===== src/rtl/bfp_decomp_arb_if.sv =====
// bfp_decomp_arb_if
//   Bundles the NUM_PORTS compressed U-plane AXI-Stream sources (s_axis_*)
//   and the single stream toward the BFP decompressor (m_axis_*).
//
//   Source port i occupies tdata[64*i +: 64], tkeep[8*i +: 8],
//   tuser[40*i +: 40] and bit i of tvalid/tlast/tready.
//   tuser carries {udCompHdr, sectionHdr}; m_axis_tdest carries the source
//   port index of every forwarded beat.
//
//   Modports:
//     slave  - the arbiter: sink of s_axis_*, source of m_axis_*
//     master - the environment: sources and decompressor
interface bfp_decomp_arb_if #(
  parameter int unsigned NUM_PORTS = 4,
  parameter int unsigned ID_W      = 2
);
  logic [NUM_PORTS*64-1:0] s_axis_tdata;
  logic [NUM_PORTS*8-1:0]  s_axis_tkeep;
  logic [NUM_PORTS-1:0]    s_axis_tvalid;
  logic [NUM_PORTS-1:0]    s_axis_tlast;
  logic [NUM_PORTS-1:0]    s_axis_tready;
  logic [NUM_PORTS*40-1:0] s_axis_tuser;

  logic [63:0]             m_axis_tdata;
  logic [7:0]              m_axis_tkeep;
  logic                    m_axis_tvalid;
  logic                    m_axis_tlast;
  logic                    m_axis_tready;
  logic [39:0]             m_axis_tuser;
  logic [ID_W-1:0]         m_axis_tdest;

  modport slave (
    input  s_axis_tdata, s_axis_tkeep, s_axis_tvalid, s_axis_tlast, s_axis_tuser,
    output s_axis_tready,
    output m_axis_tdata, m_axis_tkeep, m_axis_tvalid, m_axis_tlast, m_axis_tuser,
    output m_axis_tdest,
    input  m_axis_tready
  );

  modport master (
    output s_axis_tdata, s_axis_tkeep, s_axis_tvalid, s_axis_tlast, s_axis_tuser,
    input  s_axis_tready,
    input  m_axis_tdata, m_axis_tkeep, m_axis_tvalid, m_axis_tlast, m_axis_tuser,
    input  m_axis_tdest,
    output m_axis_tready
  );
endinterface


===== src/rtl/bfp_decomp_arb.sv =====
// bfp_decomp_arb
//   Packet-level round-robin arbiter sharing one BFP decompressor between
//   NUM_PORTS compressed U-plane AXI-Stream sources. One port is granted per
//   packet and the grant is held until that port's tlast beat is accepted.
//   Beats pass unchanged through a one-deep register slice and are tagged
//   with the source port index on m_axis_tdest.
//
// Ports:
//   clk, rst_n     clock, asynchronous active-low reset
//   bus            bfp_decomp_arb_if.slave (s_axis_* sources, m_axis_* sink)
//   ctrl_port_en   per-port enable, only consulted when choosing a grant
//   stat_busy      high while a packet transfer is in progress
//   err_stall      (BFP_DECOMP_ARB_STALL_EN only) one-cycle pulse when a
//                  granted source has idled STALL_CYCLES cycles mid-packet
//
// Optional feature macro: BFP_DECOMP_ARB_STALL_EN
//   Undefined: the grant is held indefinitely while a source idles.
//   Defined:   after STALL_CYCLES idle cycles a drain marker beat
//              (tlast = 1, tkeep = 0, tdest = grant) closes the packet and
//              arbitration moves on to the next port.
module bfp_decomp_arb #(
  parameter int unsigned NUM_PORTS    = 4,
  parameter int unsigned ID_W         = 2,
  parameter int unsigned STALL_CYCLES = 1024
) (
  input  logic                 clk,
  input  logic                 rst_n,
  bfp_decomp_arb_if.slave      bus,
  input  logic [NUM_PORTS-1:0] ctrl_port_en,
  output logic                 stat_busy
`ifdef BFP_DECOMP_ARB_STALL_EN
  ,
  output logic                 err_stall
`endif
);

  if (ID_W != $clog2(NUM_PORTS)) begin : g_bad_id_w
    $error("ID_W must equal clog2(NUM_PORTS)");
  end
  if (STALL_CYCLES == 0) begin : g_bad_stall
    $error("STALL_CYCLES must be nonzero");
  end

  localparam logic [0:0] IDLE = 1'b0;
  localparam logic [0:0] XFER = 1'b1;

  logic [0:0]           state;
  logic [ID_W-1:0]      grant;
  logic [ID_W-1:0]      rr_ptr;
  logic [ID_W-1:0]      pick;
  logic [ID_W-1:0]      idx;
  logic [ID_W-1:0]      nxt_ptr;
  logic [NUM_PORTS-1:0] req;
  logic                 req_any;

  logic                 slice_ready;
  logic                 accept;
  logic                 stall_hit;
  logic                 drain;

  logic [63:0]          sel_data;
  logic [7:0]           sel_keep;
  logic [39:0]          sel_user;
  logic                 sel_valid;
  logic                 sel_last;

  // Granted-port input mux
  assign sel_data  = bus.s_axis_tdata[64*grant +: 64];
  assign sel_keep  = bus.s_axis_tkeep[8*grant +: 8];
  assign sel_user  = bus.s_axis_tuser[40*grant +: 40];
  assign sel_valid = bus.s_axis_tvalid[grant];
  assign sel_last  = bus.s_axis_tlast[grant];

  // The slice can take a new beat when empty or when its beat leaves now
  assign slice_ready = !bus.m_axis_tvalid || bus.m_axis_tready;
  assign accept      = (state == XFER) && sel_valid && slice_ready && !stall_hit;
  assign stat_busy   = (state == XFER);

  assign req     = bus.s_axis_tvalid & ctrl_port_en;
  assign nxt_ptr = (grant == ID_W'(NUM_PORTS - 1)) ? '0 : grant + 1'b1;

  // First requesting port at or after rr_ptr, searching cyclically
  always_comb begin
    pick    = rr_ptr;
    req_any = 1'b0;
    idx     = '0;
    for (int unsigned i = 0; i < NUM_PORTS; i++) begin
      idx = ID_W'((32'(rr_ptr) + i) % NUM_PORTS);
      if (!req_any && req[idx]) begin
        req_any = 1'b1;
        pick    = idx;
      end
    end
  end

  always_comb begin
    bus.s_axis_tready = '0;
    if (state == XFER && !stall_hit) begin
      bus.s_axis_tready[grant] = slice_ready;
    end
  end

`ifdef BFP_DECOMP_ARB_STALL_EN
  localparam int unsigned CNT_W = $clog2(STALL_CYCLES + 1);

  logic [CNT_W-1:0] stall_cnt;

  assign stall_hit = (state == XFER) && (stall_cnt == CNT_W'(STALL_CYCLES));
  // The drain marker waits for room in the slice like any other beat
  assign drain     = stall_hit && slice_ready;

  always_ff @(posedge clk or negedge rst_n) begin
    if (!rst_n) begin
      stall_cnt <= '0;
      err_stall <= 1'b0;
    end else begin
      err_stall <= drain;
      if (state != XFER || sel_valid || drain) begin
        stall_cnt <= '0;
      end else if (!stall_hit) begin
        stall_cnt <= stall_cnt + 1'b1;
      end
    end
  end
`else
  assign stall_hit = 1'b0;
  assign drain     = 1'b0;
`endif

  always_ff @(posedge clk or negedge rst_n) begin
    if (!rst_n) begin
      state             <= IDLE;
      grant             <= '0;
      rr_ptr            <= '0;
      bus.m_axis_tdata  <= '0;
      bus.m_axis_tkeep  <= '0;
      bus.m_axis_tvalid <= 1'b0;
      bus.m_axis_tlast  <= 1'b0;
      bus.m_axis_tuser  <= '0;
      bus.m_axis_tdest  <= '0;
    end else begin
      // Output register slice
      if (accept) begin
        bus.m_axis_tdata  <= sel_data;
        bus.m_axis_tkeep  <= sel_keep;
        bus.m_axis_tvalid <= 1'b1;
        bus.m_axis_tlast  <= sel_last;
        bus.m_axis_tuser  <= sel_user;
        bus.m_axis_tdest  <= grant;
      end else if (drain) begin
        bus.m_axis_tdata  <= '0;
        bus.m_axis_tkeep  <= '0;
        bus.m_axis_tvalid <= 1'b1;
        bus.m_axis_tlast  <= 1'b1;
        bus.m_axis_tuser  <= '0;
        bus.m_axis_tdest  <= grant;
      end else if (bus.m_axis_tready) begin
        bus.m_axis_tvalid <= 1'b0;
      end

      // Packet-level arbitration
      case (state)
        IDLE: begin
          if (req_any) begin
            grant <= pick;
            state <= XFER;
          end
        end
        XFER: begin
          if ((accept && sel_last) || drain) begin
            state  <= IDLE;
            rr_ptr <= nxt_ptr;
          end
        end
        default: state <= IDLE;
      endcase
    end
  end

endmodule

===== src/flat_wrapper.sv =====
// flat-port wrapper written by rule: the top's interface ports become plain ports
module bfp_decomp_arb_flat 
#(
  parameter int unsigned NUM_PORTS    = 4,
  parameter int unsigned ID_W         = 2,
  parameter int unsigned STALL_CYCLES = 1024
)
  (clk, rst_n, ctrl_port_en, stat_busy, bus_s_axis_tdata, bus_s_axis_tkeep, bus_s_axis_tvalid, bus_s_axis_tlast, bus_s_axis_tuser, bus_s_axis_tready, bus_m_axis_tdata, bus_m_axis_tkeep, bus_m_axis_tvalid, bus_m_axis_tlast, bus_m_axis_tuser, bus_m_axis_tdest, bus_m_axis_tready);
  bfp_decomp_arb_if #(.NUM_PORTS(NUM_PORTS), .ID_W(ID_W)) bus_i ();
  input  logic clk;
  input  logic rst_n;
  input  logic [NUM_PORTS-1:0] ctrl_port_en;
  output logic stat_busy;
  input wire logic [$bits(bus_i.s_axis_tdata)-1:0] bus_s_axis_tdata;
  input wire logic [$bits(bus_i.s_axis_tkeep)-1:0] bus_s_axis_tkeep;
  input wire logic [$bits(bus_i.s_axis_tvalid)-1:0] bus_s_axis_tvalid;
  input wire logic [$bits(bus_i.s_axis_tlast)-1:0] bus_s_axis_tlast;
  input wire logic [$bits(bus_i.s_axis_tuser)-1:0] bus_s_axis_tuser;
  output wire logic [$bits(bus_i.s_axis_tready)-1:0] bus_s_axis_tready;
  output wire logic [$bits(bus_i.m_axis_tdata)-1:0] bus_m_axis_tdata;
  output wire logic [$bits(bus_i.m_axis_tkeep)-1:0] bus_m_axis_tkeep;
  output wire logic [$bits(bus_i.m_axis_tvalid)-1:0] bus_m_axis_tvalid;
  output wire logic [$bits(bus_i.m_axis_tlast)-1:0] bus_m_axis_tlast;
  output wire logic [$bits(bus_i.m_axis_tuser)-1:0] bus_m_axis_tuser;
  output wire logic [$bits(bus_i.m_axis_tdest)-1:0] bus_m_axis_tdest;
  input wire logic [$bits(bus_i.m_axis_tready)-1:0] bus_m_axis_tready;
  assign bus_i.s_axis_tdata = bus_s_axis_tdata;
  assign bus_i.s_axis_tkeep = bus_s_axis_tkeep;
  assign bus_i.s_axis_tvalid = bus_s_axis_tvalid;
  assign bus_i.s_axis_tlast = bus_s_axis_tlast;
  assign bus_i.s_axis_tuser = bus_s_axis_tuser;
  assign bus_s_axis_tready = bus_i.s_axis_tready;
  assign bus_m_axis_tdata = bus_i.m_axis_tdata;
  assign bus_m_axis_tkeep = bus_i.m_axis_tkeep;
  assign bus_m_axis_tvalid = bus_i.m_axis_tvalid;
  assign bus_m_axis_tlast = bus_i.m_axis_tlast;
  assign bus_m_axis_tuser = bus_i.m_axis_tuser;
  assign bus_m_axis_tdest = bus_i.m_axis_tdest;
  assign bus_i.m_axis_tready = bus_m_axis_tready;
  bfp_decomp_arb #(.NUM_PORTS(NUM_PORTS), .ID_W(ID_W), .STALL_CYCLES(STALL_CYCLES)) u_core (.clk(clk), .rst_n(rst_n), .bus(bus_i), .ctrl_port_en(ctrl_port_en), .stat_busy(stat_busy));
endmodule

===== config.mk =====
export PLATFORM = sky130hd
export DESIGN_NAME = bfp_decomp_arb_flat
export DESIGN_NICKNAME = d
export VERILOG_FILES = /design/src/rtl/bfp_decomp_arb_if.sv /design/src/rtl/bfp_decomp_arb.sv /design/src/flat_wrapper.sv
export SDC_FILE = /design/constraint.sdc
export NUM_CORES = 1
export LEC_CHECK = 0
export CAP_MARGIN = 20
export CORE_AREA = 4 4 223 225
export DETAILED_ROUTE_END_ITERATION = 7
export DIE_AREA = 0 0 227 229
export PLACE_DENSITY_LB_ADDON = 0.2
export SLEW_MARGIN = 20
export SYNTH_ARGS = -nofsm -noshare
export SYNTH_HDL_FRONTEND = slang
export SYNTH_SLANG_ARGS = --single-unit
export TNS_END_PERCENT = 50

===== constraint.sdc =====
create_clock -name clk -period 2.4 [get_ports clk]
set_clock_uncertainty 0.2 [all_clocks]
set_input_delay 0.48 -clock clk [delete_from_list [all_inputs] [get_ports clk]]
set_output_delay 0.48 -clock clk [all_outputs]
set_load 0.02 [all_outputs]

==> qor.yml, run 1 <==
run_status:
  status: "finished, final reports clean"
layout:
  final_util_pct: 31.70
  final_cell_area_um2: 15070
  num_antenna_cells: 0
  final_nets: 1513
  drive_gt1_share_pct: 29.49
  area_delta_synth_final_pct: 96.36
logic_synthesis:
  synth_area_leader_cell: "dfrtp_1"
  synth_edf_count: 0
  synth_area_um2: 7675
  synth_top_area_share_pct: 39.45
  ys_async_sr_fraction_pct: 100.0
  netlist_top_cells_area: "dfrtp_1 (39%), mux4_2 (33%), mux2_2 (9.8%)"
  synth_nets: 903
  syn_area_per_cell_um2: 17.60
  seq_area_frac_synth_pct: 39.45
  synth_common_cells: "dfrtp_1 (121), mux4_2 (114), mux2_2 (67), mux2_4 (47), nand2_1 (12)"
  netlist_instances: 436
  ys_seq_elements: 121
  synthFlopType: "dfrtp_1"
  synth_most_common_cell: "dfrtp_1"
  yosys_warnings: 0
  ys_types: 30
setup_path:
  worstPathMaxFanout: 7
  r2r-start: "u_core.grant[0]$_DFFE_PN0P_"
  worstPathRequired_ns: 1.72
  critPathCaptureType: "output port"
  critPathMaxStageDelay_ns: 0.51
  start_kind: "register"
  arrival_ns: 1.65
  crit_path_cell_trace: "inv_1 -> ha_1 -> and3_1 -> clkdlybuf4s15_2"
  critPathLaunch: "u_core.grant[0]$_DFFE_PN0P_"
  crit_slowest_cell: "dfrtp_4"
  path_class: "reg2out"
clocking:
  tritoncts.num_buffers: 17
  cts-root-buf: "clkbuf_16"
  clk_pin_slew_ns: 0.06
  htreeDepth: 4
  numClockSinks: 121
  cts_tree: "yes"
  worstSkewPairLatency_ns: 0.42
  clockBufferDepth: 2
route:
  totalWireLength_um: 34150
  wl_met1_um: 12940
  top_layer: "met4"
  wl_met3_um: 3053
  detail_route.first_pass.iterations: 4
  met2_length_um: 17800
  drcViolationCount: 0
  drtAntennaViolNets: 0
  wl_per_cell_um: 20.41
  via_count: 6669
  viasPerCell: 3.986
  drtIter0Drc: 180
grt:
  grt_pass1_vias: 7711
  overflow: 0
  grt_pass1_wl_um: 49110
  grt_max_degree: 67
  grt_use_total_pct: 12.68
  grt_antenna_before_repair: 1
timing:
  fmax_mhz: 428.4
  finalHoldViolations: 0
  min_period_ns: 2.334
  hold_slack_ns: 0.2820
  drv_slew: 0
  fin_setup_tns_ns: 0
  rsz0062_at_grt: "yes"
  finalSetupViolations: 0
  worstMarginPinSlew_ns: 0.4607
  period_share_pct: 97.25
  slew_headroom_pct: 69.29
die:
  ios: 584
  rows: 80
  dieArea_um2: 51980
  initial_core_util_pct: 16.14
  die_x_um: 227
  core_um2: 47550
  die_h_um: 229
place:
  gp_congestion: 0.7788
  place_area_um2: 14420
  dpl.hpwl_um: 28690
  io_buffers: 583
pwr:
  power_density_nw_per_um2: 1143
  ir_worst_vdd_v: 0.0005541
  leakage_uw: 0.005768
  power.total_uw: 17230
run:
  cap_violations: 0
worst_hold_path:
  hp-class: "reg2reg"
  holdCritStartpoint: "u_core.bus.m_axis_tlast$_DFFE_PN0P_"
-- layer usage --
metal  vias up  GRT usage, %
met3        19         4.623
met4         0         2.477
met1      3334         14.22
met5         -             0
li1       3005             -
met2       311         23.09
-- worst max-delay path: cells and delay by family (launching register included) --
kind / cells / cell delay (ns)
AND/OR/NAND/NOR: 1 / 0.16
flip-flops: 1 / 0.51
adder cells (fa/ha/maj): 1 / 0.19
buffers and inverters: 2 / 0.37
-- per-stage QoR --
stage                     std cells  setup slack, ns
final                          1673          0.06589
after global routing           1673       -0.0008880
after CTS                      1671          0.01429
after detailed placement       1637          -0.2544
after global placement         1637          -0.2381
after floorplan                 436           0.1946
-- state kept, by name, indices dropped and copies added, names as in the netlist --
| signal | flops |
|---|---|
| u_core.bus.m_axis_tdata | 64 |
| u_core.bus.m_axis_tdest | 2 |
| u_core.bus.m_axis_tkeep | 8 |
| u_core.bus.m_axis_tlast | 1 |
| u_core.bus.m_axis_tuser | 40 |
| u_core.bus.m_axis_tvalid | 1 |
| u_core.grant | 2 |
| u_core.rr_ptr | 2 |
| u_core.stat_busy | 1 |
-- worst paths after layout --
kind                                                           endpoint  slack [ns]  cells past startpoint
worst max-delay path                               bus_s_axis_tready[2]        0.07                      4
worst min-delay path                u_core.bus.m_axis_tlast$_DFFE_PN0P_        0.28                      2
worst max register to register  u_core.bus.m_axis_tdata[38]$_DFFE_PN0P_        0.07                      6
worst min register to register      u_core.bus.m_axis_tlast$_DFFE_PN0P_        0.28                      2
max in group asynchronous       u_core.bus.m_axis_tuser[25]$_DFFE_PN0P_        0.96                      3
min in group asynchronous       u_core.bus.m_axis_tuser[32]$_DFFE_PN0P_        0.35                      2
-- repair_timing --
| item | 4_1_cts | 5_1_grt |
|---|---|---|
| gates cloned | 0 | 0 |
| setup endpoints to repair | 4 | 6 |
| hold buffers | 1 | 0 |
| pin swaps | 0 | 0 |
| hold endpoints to repair | 33 | 0 |
| resized for setup | 12 | 2 |
| buffers inserted | 2 | 2 |
-- cell families (layout without fill, tap and decap cells) --
group,Yosys count,in the layout,synth area share [%]
AO/OA/AOI/OAI,15,15,1.321
buffers and inverters,42,664,4.206
flip-flops,121,121,39.45
AND/OR/NAND/NOR,25,25,1.761
adder cells (fa/ha/maj),4,4,0.6521
multiplexers,229,229,52.61
-- layout make-up --
type                    instances  area [um^2]
multi-input cells             273         4327
clock inverters                 7        115.1
well taps                     615        769.5
repair buffers                631         6325
inverters                       2        7.507
clock buffers                  24        491.7
flip-flops and latches        121         3035
fillers                      4690        32470
-- placed cells by master, fill, tap and decap left out, types with 2 or more instances in the layout --
cell type / n
buf_12: 10
nand2_1: 12
and3_1: 5
buf_4: 36
clkinv_2: 2
o21ai_0: 7
clkbuf_1: 3
bufinv_16: 3
nand4_1: 2
clkbuf_16: 17
nand2b_1: 2
clkdlybuf4s50_1: 578
clkdlybuf4s15_2: 2
o21a_1: 2
buf_6: 2
dfrtp_1: 119
clkbuf_8: 4
mux2_2: 67
mux2_4: 47
mux4_2: 114
dfrtp_4: 2
ha_1: 3
clkinvlp_4: 2
-- where the power goes --
part           total [uW]  switching (uW)  internal (uW)
registers            3760             609           3150
logic               10800            4620           6190
clock network        2660             927           1730
No activity file was read; power rests on OpenSTA's default activity.
==> run 2: changes to the inputs <==
==> constraint.sdc (replaced) <==
create_clock -name clk -period 2.35 [get_ports clk]
set_clock_uncertainty 0.2 [all_clocks]
set_input_delay 0.47 -clock clk [delete_from_list [all_inputs] [get_ports clk]]
set_output_delay 0.47 -clock clk [all_outputs]
set_load 0.02 [all_outputs]
==> run 2 against run 1 <==
Count of clock-buffer cells in the layout down 5; non-clock buffer count up 11; critical endpoint is now bus_s_axis_tready[1]; largest power group unchanged; global-route usage about the same; via count up 1.8%; critical path type unchanged.
==> qor.yml, run 2 (same netlist as run 1, synthesis figures left out) <==
setup_path:
  cp_top_family: "flip-flops"
  worstPathRequired_ns: 1.68  # -0.04 ns
  critPathMaxStageDelay_ns: 0.51  # about the same
  worstPathMaxFanout: 5  # -2
  crit_path_cell_trace: "buf_4 -> ha_1 -> and3_1 -> buf_2"
  arrival_ns: 1.61  # -0.04 ns
  crit_slowest_cell: "dfrtp_4"
  regToRegSetupSlack_ns: 0.08  # about the same
  start_kind: "register"
  critPathCaptureType: "output port"
  worst-path-buf-inv: 2  # unchanged
  path_class: "reg2out"
route:
  drtAntennaViolNets: 0  # unchanged
  drtIter0Drc: 193  # +7.2%
  via_count: 6791  # +1.8%
  detail_route.first_pass.iterations: 4  # unchanged
  totalWireLength_um: 34540  # +1.1%
  viasPerCell: 4.028  # +1.0%
  wl_per_cell_um: 20.49  # +0.36%
  drcViolationCount: 0  # unchanged
place:
  dpl.hpwl_um: 28940  # +0.87%
  gp_congestion: 0.7966  # +2.3%
  place_area_um2: 14510  # +0.59%
  placedCellCount: 1645  # +0.49%
  io_buffers: 583  # unchanged
layout:
  multi_input_area_um2: 4324  # about the same
  layout_commonest_cell: "clkdlybuf4s50_1"
  fillerInstances: 4734  # +0.94%
  layoutNonFillerInstCount: 1686  # +0.78%
  seqCellArea_um2: 3035  # unchanged
  final_nets: 1524  # +0.73%
  drive_gt1_share_pct: 30.47  # +0.98 points
  final_util_pct: 31.82  # +0.12 points
  top_register: "u_core.bus.m_axis_tdata"
  area_delta_synth_final_pct: 97.11
  reg_top3: "u_core.bus.m_axis_tdata x64, u_core.bus.m_axis_tuser x40, u_core.bus.m_axis_tkeep x8"
  mostFrequentLayoutCells: "clkdlybuf4s50_1 (578), dfrtp_1 (119), mux4_2 (114), mux2_2 (67), mux2_4 (47)"
  final_cell_area_um2: 15130  # +0.38%
  largest_register_ffs: 64  # unchanged
clocking:
  cts_tree: "yes"
  numClockSinks: 121  # unchanged
  clockBufferDepth: 2  # unchanged
  clk_pin_slew_ns: 0.06  # about the same
  htreeDepth: 4  # unchanged
  cts-root-buf: "clkbuf_16"
  worstSkewPairLatency_ns: 0.42  # about the same
  tritoncts.num_buffers: 17  # unchanged
die:
  core_um2: 47550  # unchanged
  die_x_um: 227  # unchanged
  die_h_um: 229  # unchanged
  dieArea_um2: 51980  # unchanged
  ios: 584  # unchanged
  rows: 80  # unchanged
  initial_core_util_pct: 16.14  # unchanged
timing:
  fmax_mhz: 439.5
  slew_headroom_pct: 65.39  # -3.9 points
  worstMarginPinSlew_ns: 0.5191  # +0.05840 ns
  drv_slew: 0  # unchanged
  rsz0062_at_grt: "no"
  finalSetupViolations: 0  # unchanged
  period_share_pct: 96.82
  fin_setup_tns_ns: 0  # unchanged
  finalHoldViolations: 0  # unchanged
  hold_slack_ns: 0.2785  # -0.003490 ns
  min_period_ns: 2.275
pwr:
  leakage_uw: 0.005804  # +0.61%
  power_density_nw_per_um2: 1163  # +1.8%
  ir_worst_vdd_v: 0.0004628  # -16%
grt:
  grt_pass1_vias: 7816  # +1.4%
  grt_use_total_pct: 12.69  # about the same
  grt_antenna_before_repair: 1  # unchanged
  grt_pass1_wl_um: 49290  # +0.36%
  overflow: 0  # unchanged
  grt_max_degree: 67  # unchanged
worst_hold_path:
  hp-class: "reg2reg"
run:
  cap_violations: 0  # unchanged
run_status:
  status: "finished, final reports clean"
==> run 2: cell types whose count changed in the layout (fill, tap and decap cells not counted), sizes merged <==
cell / change
buf: +13
bufinv: -2
clkbuf: -4
clkdlybuf4s15: -2
clkinv: +1
clkinvlp: +4
diode: +1
dlygate4sd2: -1
inv: +3
==> run 2: area by class of cell <==
class,count,share of cell area [%]
clock buffers,19,2.994
clock inverters,13,0.7940
multi-input cells,273,28.58
repair buffers,642,42.41
diodes,1,0.01654
inverters,2,0.04962
flip-flops and latches,121,20.06
well taps,615,5.086
==> run 2: final timing paths <==
check	from	endpoint	cells after the start
min reg2reg	u_core.bus.m_axis_tlast$_DFFE_PN0P_	u_core.bus.m_axis_tlast$_DFFE_PN0P_	2
max	u_core.grant[0]$_DFFE_PN0P_	bus_s_axis_tready[1]	4
max reg2reg	u_core.grant[0]$_DFFE_PN0P_	u_core.bus.m_axis_tuser[29]$_DFFE_PN0P_	6
min	u_core.bus.m_axis_tlast$_DFFE_PN0P_	u_core.bus.m_axis_tlast$_DFFE_PN0P_	2
max in group asynchronous	rst_n	u_core.bus.m_axis_tuser[20]$_DFFE_PN0P_	3
min in group asynchronous	rst_n	u_core.bus.m_axis_tdata[21]$_DFFE_PN0P_	2
==> run 2: power by group <==
part	internal [uW]	switching (uW)	total, uW
logic	6470	4750	11200
registers	3210	611	3820
clock network	1510	1050	2560
total	11200	6400	17600
==> run 2: metal layers <==
layer  routed length [um]  up-vias  GRT usage [%]
met1                12920     3416          13.90
li1                     -     3038              -
met5                    0        -              0
met2                18060      318          23.34
met4                  470        0          2.837
met3                 3086       19          4.597
==> run 2: worst min-delay path, cell delays in order (launching register included) <==
cell and delay [ns]:
dfrtp_1 0.34, nand2_1 0.05, nand2_1 0.06
==> run 2: per-stage QoR <==
step           setup WS (ns)  total power, uW
2_1_floorplan         0.1546            10320
3_3_place_gp         -0.2773            15260
3_5_place_dp         -0.3012            15250
4_1_cts           -0.0003081            17990
5_1_grt             0.007855            18650
6_report             0.07475            17600
==> run 2: repair_timing <==
item,4_1_cts,5_1_grt
setup buffers,1,6
pin swaps,1,0
setup endpoints to repair,4,11
hold buffers,1,0
resized for setup,14,2
endpoints found under the hold margin,41,0
